===== config.mk =====
export PLATFORM = sky130hd
export DESIGN_NAME = digit_serial_adder
export DESIGN_NICKNAME = d
export VERILOG_FILES = /design/src/rtl/digit_serial_adder_pkg.sv /design/src/rtl/digit_serial_adder_slice.sv /design/src/rtl/digit_serial_adder.sv
export SDC_FILE = /design/constraint.sdc
export NUM_CORES = 1
export LEC_CHECK = 0
export BUFFER_PORTS_ARGS = -buffer_cell sky130_fd_sc_hd__clkbuf_2
export CORE_MARGIN = 2
export CORE_UTILIZATION = 40
export DETAILED_ROUTE_END_ITERATION = 10
export PLACE_DENSITY = 0.63
export SETUP_SLACK_MARGIN = 0.3
export SLEW_MARGIN = 15
export SYNTH_ARGS = -nofsm -noshare
export SYNTH_HDL_FRONTEND = slang
export SYNTH_SLANG_ARGS = --single-unit

===== constraint.sdc =====
create_clock -name clk -period 2.3 [get_ports clk]
set_clock_uncertainty 0.1 [all_clocks]
set_input_delay 0.23 -clock clk [delete_from_list [all_inputs] [get_ports clk]]
set_output_delay 0.23 -clock clk [all_outputs]
set_load 0.02 [all_outputs]

===== src/rtl/digit_serial_adder_pkg.sv =====
`default_nettype none
// ============================================================================
// Module   : digit_serial_adder_pkg
// Brief    : FSM encoding, default sizing and slice-count helpers shared by
//            the digit-serial adder.
// Revision : 1.0
// ============================================================================
package digit_serial_adder_pkg;

    localparam int DEFAULT_WIDTH = 8;
    localparam int DEFAULT_DIGIT = 2;

    typedef enum logic [1:0] {
        IDLE = 2'd0,
        BUSY = 2'd1,
        DONE = 2'd2
    } state_t;

    function automatic int num_slices(input int width, input int digit);
        return width / digit;
    endfunction

    // A single-slice build still needs a one-bit counter.
    function automatic int cnt_width(input int width, input int digit);
        int n;
        n = num_slices(width, digit);
        return (n > 1) ? $clog2(n) : 1;
    endfunction

endpackage
`default_nettype wire


===== src/rtl/digit_serial_adder_slice.sv =====
`default_nettype none
// ============================================================================
// Module   : adder_slice
// Brief    : Combinational DIGIT-bit adder with carry in and carry out.
// Revision : 1.0
// ============================================================================
module adder_slice #(
    parameter int DIGIT = 2
) (
    input  logic [DIGIT-1:0] i_a,
    input  logic [DIGIT-1:0] i_b,
    input  logic             i_cin,
    output logic [DIGIT-1:0] o_sum,
    output logic             o_cout
);

    assign {o_cout, o_sum} = {1'b0, i_a} + {1'b0, i_b} + {{DIGIT{1'b0}}, i_cin};

endmodule
`default_nettype wire


===== src/rtl/digit_serial_adder.sv =====
`default_nettype none
// ============================================================================
// Module   : digit_serial_adder
// Brief    : Adds WIDTH-bit operands DIGIT bits per cycle, LSB first, behind
//            valid/ready handshakes. DIGIT_SERIAL_ADDER_OVF_EN adds io_out_ovf.
// Revision : 1.0
// ============================================================================
module digit_serial_adder
    import digit_serial_adder_pkg::*;
#(
    parameter int WIDTH = DEFAULT_WIDTH,
    parameter int DIGIT = DEFAULT_DIGIT
) (
    input  logic             clk,
    input  logic             reset,
    input  logic             io_in_valid,
    output logic             io_in_ready,
    input  logic [WIDTH-1:0] io_in_lhs,
    input  logic [WIDTH-1:0] io_in_rhs,
    input  logic             io_in_cin,
    output logic             io_out_valid,
    input  logic             io_out_ready,
    output logic [WIDTH-1:0] io_out_sum,
`ifdef DIGIT_SERIAL_ADDER_OVF_EN
    output logic             io_out_ovf,
`endif
    output logic             io_out_cout
);

    localparam int N_SLICES = num_slices(WIDTH, DIGIT);
    localparam int CNT_W    = cnt_width(WIDTH, DIGIT);
    localparam logic [CNT_W-1:0] c_LAST = CNT_W'(N_SLICES - 1);

    generate
        if ((WIDTH % DIGIT) != 0 || WIDTH < DIGIT) begin : g_bad_params
            $error("digit_serial_adder: WIDTH must be a positive multiple of DIGIT");
        end
    endgenerate

    state_t           r_state;
    logic [CNT_W-1:0] r_cnt;
    logic             r_carry;
    logic [WIDTH-1:0] r_lhs;
    logic [WIDTH-1:0] r_rhs;
    logic [WIDTH-1:0] r_sum;
    logic [DIGIT-1:0] w_slice_sum;
    logic             w_slice_cout;

    // Operands shift right each cycle, so the active slice is always the low digit.
    adder_slice #(.DIGIT(DIGIT)) u_slice (
        .i_a    (r_lhs[DIGIT-1:0]),
        .i_b    (r_rhs[DIGIT-1:0]),
        .i_cin  (r_carry),
        .o_sum  (w_slice_sum),
        .o_cout (w_slice_cout)
    );

`ifdef DIGIT_SERIAL_ADDER_OVF_EN
    logic r_ovf;
    logic w_cmsb;

    // Carry into the word MSB recovered from that bit's sum and operands.
    assign w_cmsb     = r_lhs[DIGIT-1] ^ r_rhs[DIGIT-1] ^ w_slice_sum[DIGIT-1];
    assign io_out_ovf = r_ovf;

    always_ff @(posedge clk or negedge reset) begin
        if (!reset) begin
            r_ovf <= 1'b0;
        end else if (r_state == IDLE && io_in_valid) begin
            r_ovf <= 1'b0;
        end else if (r_state == BUSY && r_cnt == c_LAST) begin
            r_ovf <= w_cmsb ^ w_slice_cout;
        end
    end
`endif

    always_ff @(posedge clk or negedge reset) begin
        if (!reset) begin
            r_state <= IDLE;
            r_cnt   <= '0;
            r_carry <= 1'b0;
            r_lhs   <= '0;
            r_rhs   <= '0;
            r_sum   <= '0;
        end else begin
            case (r_state)
                IDLE: begin
                    if (io_in_valid) begin
                        r_lhs   <= io_in_lhs;
                        r_rhs   <= io_in_rhs;
                        r_carry <= io_in_cin;
                        r_cnt   <= '0;
                        r_sum   <= '0;
                        r_state <= BUSY;
                    end
                end
                BUSY: begin
                    for (int k = 0; k < N_SLICES; k++) begin
                        if (r_cnt == CNT_W'(k)) begin
                            r_sum[k*DIGIT +: DIGIT] <= w_slice_sum;
                        end
                    end
                    r_lhs   <= r_lhs >> DIGIT;
                    r_rhs   <= r_rhs >> DIGIT;
                    r_carry <= w_slice_cout;
                    if (r_cnt == c_LAST) begin
                        r_state <= DONE;
                    end else begin
                        r_cnt <= r_cnt + 1'b1;
                    end
                end
                DONE: begin
                    if (io_out_ready) begin
                        r_state <= IDLE;
                    end
                end
                default: r_state <= IDLE;
            endcase
        end
    end

    assign io_in_ready  = (r_state == IDLE);
    assign io_out_valid = (r_state == DONE);
    assign io_out_sum   = r_sum;
    assign io_out_cout  = r_carry;

endmodule
`default_nettype wire


# Word-level counts from Yosys, hierarchy flattened
# Cells that the tools add are included.
[op_classes]
mux = 19
n_addsub = 3
n_eq_ne = 12
n_reduce_logical = 10
[op_table]
columns = ["cell", "count"]
rows = [
  ["$pmux W8 S2", 3],
  ["$mux W8", 3],
  ["$mux W2", 9],
  ["$reduce_and A3 Y1", 6],
  ["$ne A2 B2 Y1 const B", 6],
  ["$eq A2 B2 Y1 const B", 3],
  ["$pmux W2 S3", 1],
  ["$eq A2 B1 Y1 const B", 2],
  ["$logic_not A2 Y1", 2],
  ["$pmux W2 S2", 1],
  ["$add A2 B2 Y3", 1],
  ["$add A3 B1 Y3", 1],
  ["$add A2 B1 Y2 const B", 1],
  ["$ne A2 B1 Y1 const B", 1],
  ["$pmux W1 S2", 1],
  ["$reduce_and A2 Y1", 1],
  ["$reduce_bool A2 Y1", 1],
  ["$mux W1", 1],
]
[totals]
out_inout_bits = 11
ff_bits = 29

# Depth between registers and ports, before layout
# Gate-level depths: netlist of the first run.
[depth]
word_depth = 4
mapped_depth = 4

# By module
# Synthesis of the first run repeated with hierarchy kept, for this count alone.
[unflattened]
cells_unflattened = 150
area_unflattened_um2 = 1611.5
[modules_own_cells]
columns = ["module", "area_per_inst_um2", "seq_area_each_um2", "cells_per_inst", "n_inst"]
rows = [
  ["digit_serial_adder", 1541.5, 725.7, 140, 1],
  ["adder_slice", 70.1, 0.0, 10, 1],
]

# Worst setup path after synthesis of the first run
# No wires, ideal clock.
[synth_timing]
path_type = "register to register"
from = "register r_carry (netlist: io_out_cout)"
to = "register r_sum[1] (netlist: io_out_sum[1])"
setup_slack_ns = 0.496
stages_incl_launch_ff = 5
n_path_buf = 0
t_arrival_ns = 1.614
t_required_ns = 2.110
cell_sequence = "dfrtp_1 > fa_1 > fa_1 > nand2b_1 > o221ai_1"
[synth_between]
elab_chain_len = 3
[synth_lines]
columns = ["item", "line", "text"]
rows = [
  ["start: declaration", "digit_serial_adder.sv:42", "logic r_carry;"],
  ["start signal: assignment", "digit_serial_adder.sv:91", "r_carry <= io_in_cin;"],
  ["start signal: assignment", "digit_serial_adder.sv:105", "r_carry <= w_slice_cout;"],
  ["$add A3 B1 Y3", "digit_serial_adder_slice.sv:17", "assign {o_cout, o_sum} = {1'b0, i_a} + {1'b0, i_b} + {{DIGIT{1'b0}}, i_cin};"],
  ["$mux W2", "digit_serial_adder.sv:99", "if (r_cnt == CNT_W'(k)) begin"],
  ["$pmux W8 S2", "digit_serial_adder.sv:86", "case (r_state)"],
  ["end signal: indexed assignment", "digit_serial_adder.sv:100", "r_sum[k*DIGIT +: DIGIT] <= w_slice_sum;"],
  ["end: declaration", "digit_serial_adder.sv:45", "logic [WIDTH-1:0] r_sum;"],
]
# No other way between the ends. The select of a mux whose other input is x is not followed.
# A chain may end at the register's enable or synchronous reset.

# Final worst setup path of the first run
[layout_timing]
from = "register r_state[1]"
to = "output port io_out_valid"
[layout_between]
elab_chain_len = 1
[layout_lines]
columns = ["item", "line", "text"]
rows = [
  ["start: declaration", "digit_serial_adder.sv:40", "state_t r_state;"],
  ["start signal: assignment", "digit_serial_adder.sv:79", "r_state <= IDLE;"],
  ["start signal: assignment", "digit_serial_adder.sv:94", "r_state <= BUSY;"],
  ["start signal: assignment", "digit_serial_adder.sv:107", "r_state <= DONE;"],
  ["$eq A2 B2 Y1", "digit_serial_adder.sv:123", "assign io_out_valid = (r_state == DONE);"],
  ["end: declaration", "digit_serial_adder.sv:21", "output logic io_out_valid,"],
]
# No other way between the ends.

==> results of run 1 <==
[cells by family after synthesis]
family,count (synthesis)
AO/OA/AOI/OAI,31
adder cells (fa/ha/maj),6
buffers and inverters,36
flip-flops,29
AND/OR/NAND/NOR,49
[worst reg2reg max path, cell delays in order (launching register included)]
cell	delay (ps)
sky130_fd_sc_hd__dfrtp_1	410
sky130_fd_sc_hd__fa_1	440
sky130_fd_sc_hd__fa_1	490
sky130_fd_sc_hd__nand2b_1	120
sky130_fd_sc_hd__o221ai_1	190
[sequential cells by signal, summed over array words and instances (netlist names)]
name         count
r_rhs            8
r_lhs            8
r_state          2
io_out_sum       8
r_cnt            2
io_out_cout      1
[layer usage]
layer / vias up / global-route usage, % / part of all wire (%)
met3: 8 / 4.33 / 5.1
met1: 595 / 22.7 / 45
met4: 0 / 8.42 / 2.1
met5: - / 0 / 0
li1: 601 / - / -
met2: 32 / 28.5 / 48
[through the flow]
step	power (mW)	instances
floorplan	1.85	151
global placement	2.07	221
detailed placement	2.13	221
CTS	2.56	229
global route	2.77	229
finish	2.54	229
[cell type report]
class                      count  area [um^2]
sequential                    29          727
inverter                      24         90.1
clock buffer                   7         86.3
timing repair buffer          35          188
tap                           48         60.1
fill                         385         1880
multi-input combinational     86          711
[cells in the mapped netlist (all sizes together), types with 2 or more instances]
library cell	instances
dfrtp	29
nand3	2
a22o	4
clkbuf	4
buf	8
nand3b	8
nor4b	12
nand2	4
o221ai	9
ha	4
fa	2
nand2b	5
nor3b	14
a211oi	12
nor2b	2
inv	24
[cell usage in the layout, fill, tap and decap left out, types with 2 or more instances in the layout]
cell and instances:
sky130_fd_sc_hd__ha_1 4, sky130_fd_sc_hd__nand2b_1 5, sky130_fd_sc_hd__buf_4 3, sky130_fd_sc_hd__dfrtp_1 28, sky130_fd_sc_hd__a22o_1 4, sky130_fd_sc_hd__nor3b_1 13
sky130_fd_sc_hd__a211oi_1 12, sky130_fd_sc_hd__fa_1 2, sky130_fd_sc_hd__clkbuf_2 31, sky130_fd_sc_hd__nor2b_1 2, sky130_fd_sc_hd__inv_1 24, sky130_fd_sc_hd__clkbuf_8 6
sky130_fd_sc_hd__nand2_1 4, sky130_fd_sc_hd__nor4b_1 12, sky130_fd_sc_hd__nand3b_1 8, sky130_fd_sc_hd__nand3_1 2, sky130_fd_sc_hd__o221ai_1 9
[how the worst max path moves through the flow]
stage	end	slack (ps)	depth (start not counted)
floorplan	io_out_sum[1]	500	4
global placement	io_out_sum[5]	530	4
detailed placement	io_out_sum[7]	460	4
CTS	io_out_valid	450	2
global route	io_out_valid	320	2
finish	io_out_valid	460	2
[what timing repair did]
action,CTS,global route
hold buffers,1,0
setup endpoints to repair,1,0
setup buffers,0,0
gates resized for setup,1,0
endpoints found under the hold margin,29,0
[power groups by stage]
stage	registers, mW	logic, mW	clock network [mW]
6_report	0.977	1.13	0.424
2_1_floorplan	0.929	0.918	0
3_5_place_dp	0.986	1.14	0
3_3_place_gp	0.970	1.10	0
4_1_cts	0.980	1.15	0.433
5_1_grt	1.02	1.29	0.463
==> implementation parameters, run 1 <==
Parameter                              Value

Timing
  Headroom to the max-slew limit ... 51.5%
  Part of the cycle the worst path needs ... 79.8%
  Setup repair after global routing missed its margin ... false
  Final-layout setup total negative slack ... 0 ps
  Post-layout min period ... 1840 ps
  Highest clock rate ... 0.545 GHz
  Transition at the pin with the smallest max-transition slack ... just over 700 ps
  Setup-failing EPs final ... 0
  Min Hold Slack ... 67.5 ps
  Count of final max-slew check failures ... 0
  Hold violation count in the final report ... 0
  Final setup slack of the worst path ... between 400 and 500 ps

Final layout
  Area growth from synthesis to final layout ... 16.3%
  Final cell area excluding filler cells ... 0.00186 mm^2
  Finished Core Util ... 49.7%
  Diodes inserted ... 0
  Share of cells above drive strength 1 ... 24.3%
  Final #Nets ... 208

Synthesis
  Synthesized netlist cell count ... 151
  Combinational family with the most area after synthesis ... simple AND/OR/NAND/NOR gates
  Multiplexer share of the synthesized area ... 0%
  Synthesized net count ... 178
  Synthesized area ... ~0.0016 mm^2
  Leading post-synthesis cells by cell area ... sky130_fd_sc_hd__dfrtp_1 45%, sky130_fd_sc_hd__nor4b_1 6.6%, sky130_fd_sc_hd__nor3b_1 6.1%
  Number of synthesized flops with an enable pin ... 0
  Simple logic cell fraction of the synthesized area ... approximately 22%
  Area share of the largest cell type after synthesis ... 45.3%
  Leading area contributor after synthesis ... sky130_fd_sc_hd__dfrtp_1
  Post-synthesis register bit count ... 29
  Commonest register cell after synthesis ... sky130_fd_sc_hd__dfrtp_1
  Sequential share of the synthesized area ... a little under half
  Post-synth ARST share ... 100%
  Synth Warn # ... 0
  Mean instance size in the synthesized netlist ... 10.6 um^2
  Compound-cell area share of the yosys netlist ... 16.4%
  Distinct cells, synth ... 28
  Xor/xnor share of the synthesized area ... 0%
  Adder-cell share of the synthesized area ... 5.63%

Route
  Number of antenna-violating nets in the routed design ... 0
  DRT Wirelength ... roughly 3400 um
  Average wire length per cell after detail routing ... about 15 um
  First drt pass iteration count ... 4
  Total vias in the final route ... 1236
  DRT iter0 DRCs ... 56
  Post-route DRC violation count ... 0
  Per-cell via count in the routed design ... 5.40

Power
  Sequential share of power ... 38.5%
  Pwr per Cell Area ... between 1000 and 1500 mW/mm^2
  Pleak ... ~0.85 nW
  Fraction of power spent switching nets ... 41.9%
  Switching power total ... 1.06 mW
  Internal power ... 1.47 mW
  Share of total power in combinational logic ... 44.7%
  Worst vdd rail ir drop ... between 0.0005 and 0.0006 V
  Clock Power Share ... 16.7%

Worst setup path
  CP Data Required Time ... just under 2000 ps
  Worst reg-to-reg setup slack ... ~470 ps
  Critical Path Slowest Stage Cell ... sky130_fd_sc_hd__dfrtp_1
  Worst r2r src ... io_out_cout
  Crit start category ... flop
  Worst setup path startpoint ... r_state[1]
  Critical path buffers and inverters ... 1
  Maximum fanout along the worst path ... 24
  CP peak stage delay ... 780 ps
  CP Data Arrival Time ... 1510 ps
  Cells traversed along the worst timing path ... nor2b_1, clkbuf_2
  Start-to-end type of the worst setup path ... flop to output port
  Type of destination of the critical path ... output port
  Worst reg2reg path depth ... 4
  Worst path top cell family by delay ... flip-flops
  Worst R2R End ... io_out_sum[7]

Place
  Sum of net half-perimeters after detailed placement ... around 2300 um
  Minimum setup slack after placement ... approximately 460 ps
  Cell Area, Placed ... 0.00176 mm^2
  Quantity of I/O buffers inserted on ports ... 31
  Routability congestion estimate ... ~0.71

GRT
  Number of antenna violations at the first check in global routing ... 0
  Overflow left after global routing ... 0
  Wire length of the first global-routing pass ... roughly 6000 um
  Number of global-route vias before repair ... 1252
  Global-route usage over all layers ... 17.8%
  Largest net degree at the start of global routing ... 30

Clock tree
  Root buffer selected by CTS ... sky130_fd_sc_hd__clkbuf_8
  Clock transition time at the flip-flop clock pins of the worst setup and hold paths ... 60 ps
  CTS sink cnt ... 29
  Maximum root-to-sink buffer count ... 2
  CTS Buf Count ... 5
  Clk Latency, worst-skew pair ... 280 ps
  CTS tree ... built
  H-tree levels ... 2

Floorplanning
  Die area ... 0.00452 mm^2
  Width of the die ... 67.3 um
  Core Footprint ... 0.00374 mm^2
  Cell row count ... 22
  Effective utilization at floorplan ... 42.7%
  Ports placed on the boundary ... 32
  Die Y ... 67.3 um

Job
  Max-cap violation count ... 0

Worst hold path
  Class of the tightest hold or removal check ... input port to flop
  Startpoint of the most critical hold path ... io_in_rhs[6]
  Number of stages on the worst hold path ... 2
  Worst min-delay path endpoint ... r_rhs[6]

Run status
  Run status ... finished, final reports clean
(Power assumes the default switching activity.)
==> inputs of run 2 (changes only) <==
- PLACE_DENSITY: 0.63 -> 0.65
- clock period: 2.3 -> 1.52 ns (I/O delays scaled with it)
==> run 2 against run 1 <==
  * The flow now finishes with violations (negative setup slack)
  * Sequential share of layout area fell by 12 points
  * Clock power rose by 67%
  * Power rose by 130%
  * Sequential power rose by 45%
  * Critical path depth rose by 2
  * Cell area rose by 46%
  * Final cell count rose by 16%
  * Largest power group unchanged
==> implementation parameters, run 2 (synthesized netlist as in run 1, its figures left out) <==
Parameter                              Value

Power
  Worst vdd rail ir drop ... 0.00107 V (+100%)
  Pwr per Cell Area ... 2160 mW/mm^2 (+59%)
  Overall Power ... 5.87 mW (+130%)
  Pleak ... 1.19 nW (+40%)

Worst setup path
  CP Data Arrival Time ... 1890 ps (+380 ps)
  Type of destination of the critical path ... flop
  Crit start category ... flop
  CP peak stage delay ... 550 ps (-230 ps)
  Worst reg2reg path depth ... 4 (unchanged)
  Worst r2r src ... r_rhs[0]
  Maximum fanout along the worst path ... 4 (-83%)
  Worst R2R End ... io_out_sum[3]
  CP Data Required Time ... 1610 ps (-360 ps)
  Cells traversed along the worst timing path ... fa_2, fa_1, nand2b_4, o221ai_1
  Worst reg-to-reg setup slack ... -280 ps (-750 ps)
  Start-to-end type of the worst setup path ... flop to flop
  Critical Path Slowest Stage Cell ... sky130_fd_sc_hd__fa_1

Floorplanning
  Core Footprint ... 0.00374 mm^2 (unchanged)
  Die Y ... 67.3 um (unchanged)
  Die area ... 0.00452 mm^2 (unchanged)
  Width of the die ... 67.3 um (unchanged)
  Ports placed on the boundary ... 32 (unchanged)
  Cell row count ... 22 (unchanged)
  Effective utilization at floorplan ... 42.7% (unchanged)

Worst hold path
  Class of the tightest hold or removal check ... input port to flop
  Worst min-delay path endpoint ... r_state[1]
  Startpoint of the most critical hold path ... io_out_ready
  Number of stages on the worst hold path ... 3 (+1)

Clock tree
  Clk Latency, worst-skew pair ... 280 ps (about the same)
  Maximum root-to-sink buffer count ... 2 (unchanged)
  CTS sink cnt ... 29 (unchanged)
  CTS Buf Count ... 5 (unchanged)
  CTS tree ... built
  Root buffer selected by CTS ... sky130_fd_sc_hd__clkbuf_8
  Clock transition time at the flip-flop clock pins of the worst setup and hold paths ... 70 ps (about the same)
  H-tree levels ... 2 (unchanged)

GRT
  Wire length of the first global-routing pass ... 6960 um (+16%)
  Largest net degree at the start of global routing ... 28 (-6.7%)
  Overflow left after global routing ... 0 (unchanged)
  Number of global-route vias before repair ... 1459 (+17%)
  Number of antenna violations at the first check in global routing ... 0 (unchanged)
  Global-route usage over all layers ... 20.8% (+2.9 points)

Timing
  Headroom to the max-slew limit ... 71.1% (+20 points)
  Transition at the pin with the smallest max-transition slack ... 433 ps (-295 ps)
  Setup-failing EPs final ... 5 (+5)
  Post-layout min period ... approximately 1800 ps
  Hold violation count in the final report ... 0 (unchanged)
  Setup repair after global routing missed its margin ... true
  Min Hold Slack ... 17.3 ps (-50.2 ps)
  Highest clock rate ... 0.556 GHz
  Final-layout setup total negative slack ... -1220 ps (-1220 ps)
  Count of final max-slew check failures ... 0 (unchanged)
  Final setup slack of the worst path ... -278 ps (-742 ps)
  Part of the cycle the worst path needs ... 118%

Route
  First drt pass iteration count ... 4 (unchanged)
  Average wire length per cell after detail routing ... 17.0 um (+16%)
  DRT Wirelength ... 4520 um (+34%)
  DRT iter0 DRCs ... 50 (-11%)
  Number of antenna-violating nets in the routed design ... 0 (unchanged)
  Post-route DRC violation count ... 0 (unchanged)
  Per-cell via count in the routed design ... 5.37 (-0.54%)
  Total vias in the final route ... 1428 (+16%)

Final layout
  Finished Core Util ... 72.5% (+23 points)
  Most frequent cells in the layout ... 28 x sky130_fd_sc_hd__clkbuf_2, 26 x sky130_fd_sc_hd__dfrtp_1, 22 x sky130_fd_sc_hd__inv_1
  Cell Count, Final, Fillers Out ... 266 (+16%)
  Final #Nets ... 244 (+17%)
  Final cell area excluding filler cells ... 0.00271 mm^2 (+46%)
  Most frequent standard cell in the layout excluding fill and tap cells ... sky130_fd_sc_hd__clkbuf_2
  Area growth from synthesis to final layout ... 69.5%
  Diodes inserted ... 0 (unchanged)
  Share of cells above drive strength 1 ... 58.7% (+34 points)

Place
  Cell Area, Placed ... 0.00183 mm^2 (+3.8%)
  Routability congestion estimate ... 0.754 (+5.8%)
  Sum of net half-perimeters after detailed placement ... 2370 um (+2.5%)
  Cell count after placement ... 225 (+1.8%)
  Minimum setup slack after placement ... -243 ps (-702 ps)
  Quantity of I/O buffers inserted on ports ... 31 (unchanged)

Job
  Max-cap violation count ... 0 (unchanged)

Run status
  Run status ... finished with violations
  Violations in the final reports ... negative setup slack
-- run 2: cell types whose count changed in the layout (fill, tap and decap cells not counted), sizes merged --
| cell | before | now |
|---|---|---|
| buf | 3 | 35 |
| dlygate4sd3 | 1 | 5 |
| clkbuf | 38 | 37 |
| clkinv | 0 | 1 |
| o21ba | 1 | 2 |
-- run 2: critical path, delay by kind of cell, from the launching register on --
kind,cells,cell delay [ps]
fa+ha+maj,2,960
flops,1,420
compound gates,1,140
simple gates,1,90
-- run 2: timing repair --
| action | in CTS | in global routing |
|---|---|---|
| buffers inserted | 12 | 11 |
| setup endpoints to repair | 30 | 32 |
| resized for setup | 71 | 23 |
| gates cloned | 3 | 2 |
| hold buffers | 5 | 0 |
| endpoints found under the hold margin | 19 | 0 |
| pin swaps | 21 | 9 |
-- run 2: final cells by class --
class	count	area (um^2)
clock buffers	7	96.3
clock inverters	1	5.00
fillers	254	1030
inverters	24	95.1
multi-input cells	87	1080
flip-flops and latches	29	729
well taps	48	60.1
repair buffers	70	649
-- run 2: how the worst max path moves through the flow --
| stage | startpoint | to |
|---|---|---|
| 3_5_place_dp | r_rhs[0] | io_out_sum[5] |
| 6_report | r_rhs[0] | io_out_sum[3] |
| 4_1_cts | r_rhs[0] | io_out_sum[5] |
| 5_1_grt | r_rhs[0] | io_out_sum[3] |
| 2_1_floorplan | io_out_cout | io_out_sum[1] |
| 3_3_place_gp | r_rhs[0] | io_out_sum[7] |
-- run 2: layer usage --
metal / global-route usage (%) / wire (um) / part of all wire (%)
met1: 25.0 / 1880 / 41
met2: 37.4 / 2430 / 54
met3: 4.00 / 148 / 3.3
met4: 6.12 / 72 / 1.6
met5: 0 / 0 / 0
-- run 2: power breakdown --
group	leakage (nW)	internal, mW	total (mW)	switching, mW
sequential	0.355	1.12	1.42	0.302
combinational	0.779	1.94	3.74	1.80
clock	0.0542	0.409	0.708	0.300
total	1.19	3.47	5.87	2.40
